[src/rtl/gcm_block_feeder_if.sv]
// gcm_block_feeder_if
// Bundles the host write stream and the core-facing block channel of one
// gcm_block_feeder instance.
//   Host side : wr_valid/wr_ready handshake, wr_data (byte 0 = [127:120]),
//               wr_len (valid bytes 1..16), wr_last (final block of message).
//   Core side : req (level request from the core), data_out/len_out/total_out
//               (current block, its byte length, blocks in the message),
//               msg_valid, msg_done (last block on data_out), sticky err_len
//               and err_ovf.
// The feeder connects through the slave modport; the host/core model uses master.
interface gcm_block_feeder_if #(
  parameter int DEPTH = 16
);
  localparam int CW = $clog2(DEPTH + 1);

  logic          wr_valid;
  logic          wr_ready;
  logic [127:0]  wr_data;
  logic [4:0]    wr_len;
  logic          wr_last;
  logic          req;
  logic [127:0]  data_out;
  logic [4:0]    len_out;
  logic [CW-1:0] total_out;
  logic          msg_valid;
  logic          msg_done;
  logic          err_len;
  logic          err_ovf;

  modport master (
    output wr_valid, wr_data, wr_len, wr_last, req,
    input  wr_ready, data_out, len_out, total_out, msg_valid, msg_done, err_len, err_ovf
  );

  modport slave (
    input  wr_valid, wr_data, wr_len, wr_last, req,
    output wr_ready, data_out, len_out, total_out, msg_valid, msg_done, err_len, err_ovf
  );
endinterface

[src/rtl/gcm_block_feeder.sv]
// gcm_block_feeder
// Buffers one complete message of 128-bit blocks from a host valid/ready
// stream, then plays it to the AES-GCM core one block per cycle once the core
// raises its request. Bytes beyond a block's valid length are zeroed as the
// block is stored, so everything read back is already padded.
// Ports:
//   clk   : clock, rising edge
//   rst_n : asynchronous active-low reset
//   bus   : gcm_block_feeder_if.slave (host write stream + core block channel)
module gcm_block_feeder #(
  parameter int DEPTH = 16
) (
  input  logic              clk,
  input  logic              rst_n,
  gcm_block_feeder_if.slave bus
);
  localparam int CW = $clog2(DEPTH + 1);
  localparam int AW = (DEPTH > 1) ? $clog2(DEPTH) : 1;

  typedef enum logic [1:0] {
    LOAD   = 2'd0,
    READY  = 2'd1,
    STREAM = 2'd2
  } state_t;

  // Keep bytes 0..len-1 (byte 0 is the MSB byte), zero the rest.
  function automatic logic [127:0] pad_mask(input logic [127:0] d, input logic [4:0] len);
    logic [127:0] m;
    m = 128'd0;
    for (int i = 0; i < 16; i++) begin
      if (5'(i) < len) m[127 - 8*i -: 8] = d[127 - 8*i -: 8];
      else             m[127 - 8*i -: 8] = 8'd0;
    end
    return m;
  endfunction

  state_t        state_r, state_nxt_s;
  logic [CW-1:0] wcnt_r, rptr_r, total_r;
  logic [127:0]  data_r;
  logic [4:0]    len_r;
  logic          msg_valid_r, err_len_r, err_ovf_r;

  logic [127:0]  buf_r  [DEPTH];
  logic [4:0]    lbuf_r [DEPTH];

  logic          len_bad_s;
  logic [4:0]    len_fix_s;
  logic [127:0]  wdata_s;
  logic          at_end_s, rptr_end_s;
  logic          accept_s, last_s, msg_done_s, wr_ready_s;
  logic [AW-1:0] widx_s, ridx_s;

  // An out-of-range length is stored as a full block and flagged.
  assign len_bad_s  = (bus.wr_len == 5'd0) || (bus.wr_len > 5'd16);
  assign len_fix_s  = len_bad_s ? 5'd16 : bus.wr_len;
  assign wdata_s    = pad_mask(bus.wr_data, len_fix_s);
  // The block landing in the final slot closes the message even without wr_last.
  assign at_end_s   = (wcnt_r == CW'(DEPTH - 1));
  assign rptr_end_s = (rptr_r == (total_r - CW'(1)));
  assign widx_s     = wcnt_r[AW-1:0];
  assign ridx_s     = rptr_r[AW-1:0] + AW'(1);

  // Next-state decode plus the combinational handshake and done pulse.
  always_comb begin
    state_nxt_s = state_r;
    wr_ready_s  = 1'b0;
    accept_s    = 1'b0;
    last_s      = 1'b0;
    msg_done_s  = 1'b0;
    case (state_r)
      LOAD: begin
        // Gated by rst_n so the host sees wr_ready low while reset is held.
        wr_ready_s = rst_n;
        accept_s   = bus.wr_valid & rst_n;
        last_s     = accept_s & (bus.wr_last | at_end_s);
        if (last_s) state_nxt_s = READY;
        else        state_nxt_s = LOAD;
      end
      READY: begin
        if (bus.req) begin
          if (total_r == CW'(1)) begin
            msg_done_s  = 1'b1;
            state_nxt_s = LOAD;
          end else begin
            state_nxt_s = STREAM;
          end
        end else begin
          state_nxt_s = READY;
        end
      end
      STREAM: begin
        // req is deliberately ignored here: the stream never stalls.
        if (rptr_end_s) begin
          msg_done_s  = 1'b1;
          state_nxt_s = LOAD;
        end else begin
          state_nxt_s = STREAM;
        end
      end
      default: state_nxt_s = LOAD;
    endcase
  end

  // FSM state register.
  always_ff @(posedge clk or negedge rst_n) begin
    if (!rst_n) state_r <= LOAD;
    else        state_r <= state_nxt_s;
  end

  // Counters, registered outputs and sticky error flags.
  always_ff @(posedge clk or negedge rst_n) begin
    if (!rst_n) begin
      wcnt_r      <= {CW{1'b0}};
      rptr_r      <= {CW{1'b0}};
      total_r     <= {CW{1'b0}};
      data_r      <= 128'd0;
      len_r       <= 5'd0;
      msg_valid_r <= 1'b0;
      err_len_r   <= 1'b0;
      err_ovf_r   <= 1'b0;
    end else begin
      case (state_r)
        LOAD: begin
          if (accept_s) begin
            wcnt_r <= wcnt_r + CW'(1);
            if (len_bad_s) err_len_r <= 1'b1;
            if (last_s) begin
              if (!bus.wr_last) err_ovf_r <= 1'b1;
              total_r     <= wcnt_r + CW'(1);
              msg_valid_r <= 1'b1;
              // For a 1-block message block 0 is still on the write port.
              if (wcnt_r == {CW{1'b0}}) begin
                data_r <= wdata_s;
                len_r  <= len_fix_s;
              end else begin
                data_r <= buf_r[0];
                len_r  <= lbuf_r[0];
              end
            end
          end
        end
        READY: begin
          if (bus.req) begin
            if (total_r == CW'(1)) begin
              msg_valid_r <= 1'b0;
              wcnt_r      <= {CW{1'b0}};
              rptr_r      <= {CW{1'b0}};
            end else begin
              rptr_r <= CW'(1);
              data_r <= buf_r[1];
              len_r  <= lbuf_r[1];
            end
          end
        end
        STREAM: begin
          if (rptr_end_s) begin
            // Outputs keep the last block through LOAD.
            msg_valid_r <= 1'b0;
            wcnt_r      <= {CW{1'b0}};
            rptr_r      <= {CW{1'b0}};
          end else begin
            rptr_r <= rptr_r + CW'(1);
            data_r <= buf_r[ridx_s];
            len_r  <= lbuf_r[ridx_s];
          end
        end
        default: begin
          msg_valid_r <= 1'b0;
        end
      endcase
    end
  end

  // Message buffer; contents survive reset, only the counters are cleared.
  always_ff @(posedge clk) begin
    if (accept_s) begin
      buf_r[widx_s]  <= wdata_s;
      lbuf_r[widx_s] <= len_fix_s;
    end
  end

  assign bus.wr_ready  = wr_ready_s;
  assign bus.msg_done  = msg_done_s;
  assign bus.data_out  = data_r;
  assign bus.len_out   = len_r;
  assign bus.total_out = total_r;
  assign bus.msg_valid = msg_valid_r;
  assign bus.err_len   = err_len_r;
  assign bus.err_ovf   = err_ovf_r;
endmodule

[src/flat_wrapper.sv]
// flat-port wrapper written by rule: the top's interface ports become plain ports
module gcm_block_feeder_flat 
#(
  parameter int DEPTH = 16
)
  (clk, rst_n, bus_wr_valid, bus_wr_data, bus_wr_len, bus_wr_last, bus_req, bus_wr_ready, bus_data_out, bus_len_out, bus_total_out, bus_msg_valid, bus_msg_done, bus_err_len, bus_err_ovf);
  gcm_block_feeder_if #(.DEPTH(DEPTH)) bus_i ();
  input  logic clk;
  input  logic rst_n;
  input wire logic [$bits(bus_i.wr_valid)-1:0] bus_wr_valid;
  input wire logic [$bits(bus_i.wr_data)-1:0] bus_wr_data;
  input wire logic [$bits(bus_i.wr_len)-1:0] bus_wr_len;
  input wire logic [$bits(bus_i.wr_last)-1:0] bus_wr_last;
  input wire logic [$bits(bus_i.req)-1:0] bus_req;
  output wire logic [$bits(bus_i.wr_ready)-1:0] bus_wr_ready;
  output wire logic [$bits(bus_i.data_out)-1:0] bus_data_out;
  output wire logic [$bits(bus_i.len_out)-1:0] bus_len_out;
  output wire logic [$bits(bus_i.total_out)-1:0] bus_total_out;
  output wire logic [$bits(bus_i.msg_valid)-1:0] bus_msg_valid;
  output wire logic [$bits(bus_i.msg_done)-1:0] bus_msg_done;
  output wire logic [$bits(bus_i.err_len)-1:0] bus_err_len;
  output wire logic [$bits(bus_i.err_ovf)-1:0] bus_err_ovf;
  assign bus_i.wr_valid = bus_wr_valid;
  assign bus_i.wr_data = bus_wr_data;
  assign bus_i.wr_len = bus_wr_len;
  assign bus_i.wr_last = bus_wr_last;
  assign bus_i.req = bus_req;
  assign bus_wr_ready = bus_i.wr_ready;
  assign bus_data_out = bus_i.data_out;
  assign bus_len_out = bus_i.len_out;
  assign bus_total_out = bus_i.total_out;
  assign bus_msg_valid = bus_i.msg_valid;
  assign bus_msg_done = bus_i.msg_done;
  assign bus_err_len = bus_i.err_len;
  assign bus_err_ovf = bus_i.err_ovf;
  gcm_block_feeder #(.DEPTH(DEPTH)) u_core (.clk(clk), .rst_n(rst_n), .bus(bus_i));
endmodule
[config.mk]
export PLATFORM = sky130hd
export DESIGN_NAME = gcm_block_feeder_flat
export DESIGN_NICKNAME = d
export VERILOG_FILES = /design/src/rtl/gcm_block_feeder_if.sv /design/src/rtl/gcm_block_feeder.sv /design/src/flat_wrapper.sv
export SDC_FILE = /design/constraint.sdc
export NUM_CORES = 2
export LEC_CHECK = 0
export BUFFER_PORTS_ARGS = -buffer_cell sky130_fd_sc_hd__buf_2
export CORE_MARGIN = 2
export CORE_UTILIZATION = 43
export DETAILED_ROUTE_END_ITERATION = 8
export PLACE_DENSITY = 0.62
export SLEW_MARGIN = 20
export SYNTH_ARGS = -nofsm -noshare
export SYNTH_HDL_FRONTEND = slang
export SYNTH_SLANG_ARGS = --single-unit
[constraint.sdc]
create_clock -name clk -period 15.75 [get_ports clk]
set_input_delay 1.575 -clock clk [delete_from_list [all_inputs] [get_ports clk]]
set_output_delay 1.575 -clock clk [all_outputs]
set_load 0.03 [all_outputs]
* After elaboration in Yosys (flattened, before gate mapping) *
Memories as Yosys holds them, arrays and structs flattened.
Index checks and enable logic that the tools add are counted.

operators by class
  equal/unequal tests = 12
  bitwise operators = 4
  add/subtract/negate cells = 4
  multiplexer cells = 60
  reduce and logical (&&, ||, !) cells = 13
  $lt $le $gt $ge = 17

operators with widths
  cell                                                                         number
  128-bit two-way mux                                                          6
  128-bit one-hot mux with 3 select lines                                      1
  8-bit two-way mux                                                            16
  5-bit two-way mux                                                            13
  4-bit by 5-bit less-than comparator with 1-bit output, first input constant  8
  5-bit one-hot mux with 3 select lines                                        2
  3-bit by 5-bit less-than comparator with 1-bit output, first input constant  4
  1-bit two-way mux                                                            15
  5-bit by 1-bit adder with 5-bit output, second input constant                2
  5-bit zero test                                                              2
  1-bit by 5-bit less-than comparator with 1-bit output, first input constant  2
  2-bit by 5-bit less-than comparator with 1-bit output, first input constant  2
  5-bit one-hot mux with 2 select lines                                        1
  5-bit AND reduction                                                          2
  2-bit by 1-bit inequality test with 1-bit output, second input constant      4
  2-bit two-way mux                                                            3
  2-bit inequality test, second input constant                                 3
  2-bit one-hot mux with 3 select lines                                        1
  3-bit AND reduction                                                          2
  6-bit AND reduction                                                          1
  5-bit by 1-bit equality test with 1-bit output, second input constant        1
  5-bit by 4-bit equality test with 1-bit output, second input constant        1
  5-bit equality test                                                          1
  5-bit > comparator, second input constant                                    1
  other kinds (15)                                                             16

word-level totals
  input bits = 138
  bits in writable memories = 2128
  output and inout bits = 143
  bits in registers = 153
  memories = 2

memory list
  memory         words  width  rd ports  clocked after memory_dff  write ports  line                    text
  u_core.buf_r   16     128    3         0                         1            gcm_block_feeder.sv:43  logic [127:0] buf_r [DEPTH];
  u_core.lbuf_r  16     5      3         0                         1            gcm_block_feeder.sv:44  logic [4:0] lbuf_r [DEPTH];

* Longest topological paths before layout *
  depth in word-level cells = 9
  mapped depth = 12
  gate-level depth less buffers = 9

* Least setup slack after synthesis *
Ideal clock, no wire load.

  kind = input to register
  start = input port bus_wr_valid
  end = memory u_core.buf_r[1][0] (enable)
  setup time = 788 ps
  data required time = 14962 ps
  stages = 4
  path slack = 3982 ps
  arrival time = 10980 ps
  path through = and3_1 > clkbuf_1 > nand2_1 > nor3_1

on the way
  longest elaborated chain between the ends = 4

ends and longest elaborated chain
  item                                     line                     text
  start, declared                          flat_wrapper.sv:10       input wire logic [$bits(bus_i.wr_valid)-1:0] bus_wr_valid;
  1-bit AND                                gcm_block_feeder.sv:74   accept_s = bus.wr_valid & rst_n;
  1-bit two-way mux                        gcm_block_feeder.sv:70   case (state_r)
  1-bit two-way mux                        gcm_block_feeder.sv:176  if (accept_s) begin
  1-bit two-way mux (not written as such)  gcm_block_feeder.sv:177  buf_r[widx_s] <= wdata_s;
  end, declared                            gcm_block_feeder.sv:43

Every way passes these cells.

* Final worst setup path *
  start = register u_core.rptr_r[0]
  end = register u_core.data_r[17] (netlist: u_core.bus.data_out[17])

on the way
  longest elaborated chain between the ends = 4
  elaborated cells between the ends (all ways) = 7
  those cells by class = add/sub (1); eq/ne (2); mux (2); reduce/logical (1); memory (1)

ends and longest elaborated chain
  item                                     line                     text
  start, declared                          gcm_block_feeder.sv:38   logic [CW-1:0] wcnt_r, rptr_r, total_r;
  start signal, assigned                   gcm_block_feeder.sv:114  rptr_r <= {CW{1'b0}};
  start signal, assigned                   gcm_block_feeder.sv:147  rptr_r <= {CW{1'b0}};
  start signal, assigned                   gcm_block_feeder.sv:160  rptr_r <= {CW{1'b0}};
  4-bit by 1-bit adder with 4-bit output   gcm_block_feeder.sv:61   assign ridx_s = rptr_r[AW-1:0] + AW'(1);
  memory read 16 x 128 bit                 -
  128-bit two-way mux                      gcm_block_feeder.sv:156  if (rptr_end_s) begin
  128-bit one-hot mux with 3 select lines  gcm_block_feeder.sv:122  case (state_r)
  end signal, assigned                     gcm_block_feeder.sv:133  data_r <= wdata_s;
  end signal, assigned                     gcm_block_feeder.sv:136  data_r <= buf_r[0];
  end signal, assigned                     gcm_block_feeder.sv:163  data_r <= buf_r[ridx_s];
  end, declared                            gcm_block_feeder.sv:39   logic [127:0] data_r;

Parallel ways exist; a longest one is shown, timed or not. The select of a mux whose other input is x is not followed.
A chain may end at the register's enable or synchronous reset.

==> impl_metrics.py <==
metrics = {
    "yosys": {
        "synth_cells": 4651,
        "seq_area_frac_synth_pct": 73.79,
        "syn-cell-area_sq_mm": 0.09179,
        "synth_cell_types": 66,
        "synth_ff_type": "edfxtp_1",
        "synth-edff-count": 2128,
        "synth_fp_nets": 4802,
        "ys_ff_latch": 2281,
        "syn_area_per_cell_sq_um": 19.74,
        "synth_warnings": 0,
        "synthArstFlopShare_pct": 6.708,
    },
    "grt": {
        "met2_usage_pct": 38.77,
        "grt_antenna_before_repair": 29,
        "grt_most_used_layer": "met2",
        "grt.overflow.total": 0,
        "grt_pass1_vias": 50330,
        "grt.total_usage_pct": 23.59,
        "grtUsageMet1_pct": 31.82,
        "grt_pass1_wl_mm": 368.0,
        "grt_max_degree": 112,
        "use_met3_pct": 4.814,
    },
    "clock_network": {
        "cts_setup_buffers": 0,
        "cts_hold_buf": 0,
        "ctsHtreeMaxLevel": 4,
        "cts_tree": "done",
        "cts_buffers": 223,
        "cts_resized": 0,
        "clock-sinks": 2281,
        "clk_pin_slew_worst_paths_ns": 0.06,
        "insertion_delay_ns": 0.86,
        "clockBufferDepth": 3,
        "ctsRootBufferMaster": "clkbuf_16",
    },
    "floorplan": {
        "initial_utilization_pct": 43.28,
        "die_h_um": 466.0,
        "die_w_um": 466.0,
        "core-area_sq_mm": 0.2121,
        "dieArea_sq_mm": 0.2172,
        "io_pins": 281,
        "rows": 169,
    },
    "pwr": {
        "p_leak_nw": 32.53,
        "powerDensity_mw_per_mm2": 174.2,
        "peakVddDrop_mv": 0.1760,
    },
    "sta": {
        "rsz0062_at_grt": "false",
        "tns_ns": 0,
        "hold_viol": 0,
        "finClkSkew_ns": 0.02225,
        "slew_headroom_pct": 22.21,
        "slew_viol_final": 0,
        "min_period_ns": 5.628,
        "clock.fmax_ghz": 0.1777,
        "tightest_slew_ns": 1.167,
        "min_period_over_period_pct": 35.73,
        "hold_slack_ns": 0.4850,
        "setup_viol": 0,
    },
    "worst_setup_path": {
        "cp_cell_sequence": "ha_4 > buf_4 > buf_4 > buf_4 > mux4_2 > mux2_2 > nand3_1 > o2111ai_1 > a32o_1",
        "crit_fanout": 53,
        "worstPathArrival_ns": 6.37,
        "crit_required_ns": 16.49,
        "cp.buffers_inverters": 3,
        "cp-start-kind": "register",
        "slowest_delay_ns": 0.94,
        "reg2reg_slack_ns": 10.12,
        "slowest_stage": "dfrtp_4",
        "worstSetupPathType": "register to register",
        "crit_top_cell": "buf_4",
        "path_delay_family": "buffers and inverters",
        "cp-end-kind": "register",
    },
    "route": {
        "drtIter0Drc": 5524,
        "first_pass_iters": 6,
        "viasPerCell": 6.179,
        "drt_wl_total_mm": 257.8,
        "post_drt_wl_per_cell_um": 32.43,
        "drc": 0,
        "ant_nets": 0,
        "vias": 49130,
    },
    "final_layout": {
        "fin_nets": 5081,
        "area_delta_synth_final_pct": 13.17,
        "stdcell_count": 7951,
        "final_layout_size_suffix_gt1_share_pct": 26.78,
        "nFillCells": 17220,
    },
    "place": {
        "gp_congestion": 0.7721,
        "io_buffer_count": 280,
        "hpwl_mm": 126.0,
        "place_inst": 7525,
    },
    "run": {
        "drv_cap": 0,
    },
    "min_path": {
        "hold_class": "register to register",
    },
    "outcome": {
        "status": "completed",
    },
}
[power breakdown]
part           switching (W)  total, W  internal, W
clock network        0.00229   0.00535      0.00306
logic                0.00323   0.00540      0.00217
registers           0.000271   0.00735      0.00708
[synthesized netlist by cell type, drive strengths merged, types with 40 or more instances]
master | number | share of area [%]
buf | 166 | 1.1
dfrtp | 153 | 4.2
a21oi | 188 | 1.0
nand3 | 175 | 0.95
nor3 | 40 | 0.22
clkbuf | 164 | 0.67
mux2i | 180 | 2.0
o2111ai | 91 | 0.88
mux2 | 91 | 1.1
and2 | 98 | 0.67
mux4 | 532 | 13
nand2 | 216 | 0.88
edfxtp | 2128 | 70
a32o | 101 | 1.1
[flip-flops by register name, summed over array words and instances, names as in the netlist]
register / count
u_core.buf_r: 2048
u_core.wcnt_r: 5
u_core.bus.total_out: 5
u_core.bus.len_out: 5
u_core.bus.err_ovf: 1
u_core.bus.data_out: 128
u_core.lbuf_r: 80
u_core.bus.err_len: 1
u_core.rptr_r: 5
u_core.bus.msg_valid: 1
u_core.state_r: 2
[path summary, 6_finish.rpt]
path / start / to / depth (start not counted)
max: u_core.rptr_r[0] / u_core.bus.data_out[17] / 9
min: u_core.bus.err_ovf / u_core.bus.err_ovf / 1
max reg2reg: u_core.rptr_r[0] / u_core.bus.data_out[17] / 9
min reg2reg: u_core.bus.err_ovf / u_core.bus.err_ovf / 1
max in group asynchronous: rst_n / u_core.bus.data_out[30] / 2
min in group asynchronous: rst_n / u_core.bus.data_out[89] / 1
[metal layers]
metal  wire, um  vias up
met4       7747       20
met3      20920      456
met2     126200     2302
met1     102900    26370
li1           -    19980
met5        134        -
[cells in the final DEF, fill, tap and decap left out, types with 89 or more instances in the layout]
| master | netlist | routed |
|---|---|---|
| mux4_2 | 532 | 532 |
| nand3_1 | 175 | 175 |
| mux2i_1 | 180 | 180 |
| and2_1 | 97 | 97 |
| buf_2 | 110 | 279 |
| dfrtp_1 | 153 | 152 |
| mux2_2 | 89 | 89 |
| a21oi_1 | 188 | 188 |
| nand2_1 | 216 | 214 |
| edfxtp_1 | 2128 | 2128 |
| a32o_1 | 101 | 101 |
| clkbuf_16 | 0 | 224 |
[layout make-up]
class / instances / area [sq um] / share of cell area [%]
multi-input combinational: 2020 / 22710 / 21.86
sequential: 2281 / 67730 / 65.20
antenna: 7 / 17.52 / 0.01686
inverter: 20 / 77.57 / 0.07467
timing repair buffer: 384 / 2454 / 2.362
tap: 2821 / 3530 / 3.398
clock buffer: 330 / 6354 / 6.116
clock inverter: 88 / 1010 / 0.9720
[per-stage QoR]
| step | total power, W | instance area (sq um) | setup WS, ns | utilization, % |
|---|---|---|---|---|
| finish | 0.01810 | 103900 | 10.12 | 48.98 |
| CTS | 0.01823 | 103800 | 10.01 | 48.96 |
| global route | 0.01880 | 103900 | 9.658 | 48.98 |
| global placement | 0.01284 | 96470 | 10.03 | 45.48 |
| floorplan | 0.01126 | 91790 | 3.982 | - |
| detailed placement | 0.01290 | 96470 | 9.933 | 45.48 |
[cell families after synthesis]
kind of cell	count (synthesis)	share of synthesized area (%)
AOI/OAI and AO/OA	582	4.709
xor gates and xnor gates	11	0.1131
adders and majority gates	13	0.1772
buffers and inverters	350	1.835
DFF	2281	73.79
muxes	803	16.13
and+or+nand+nor	611	3.247
Note: power is estimated with default switching activity, not from simulation.
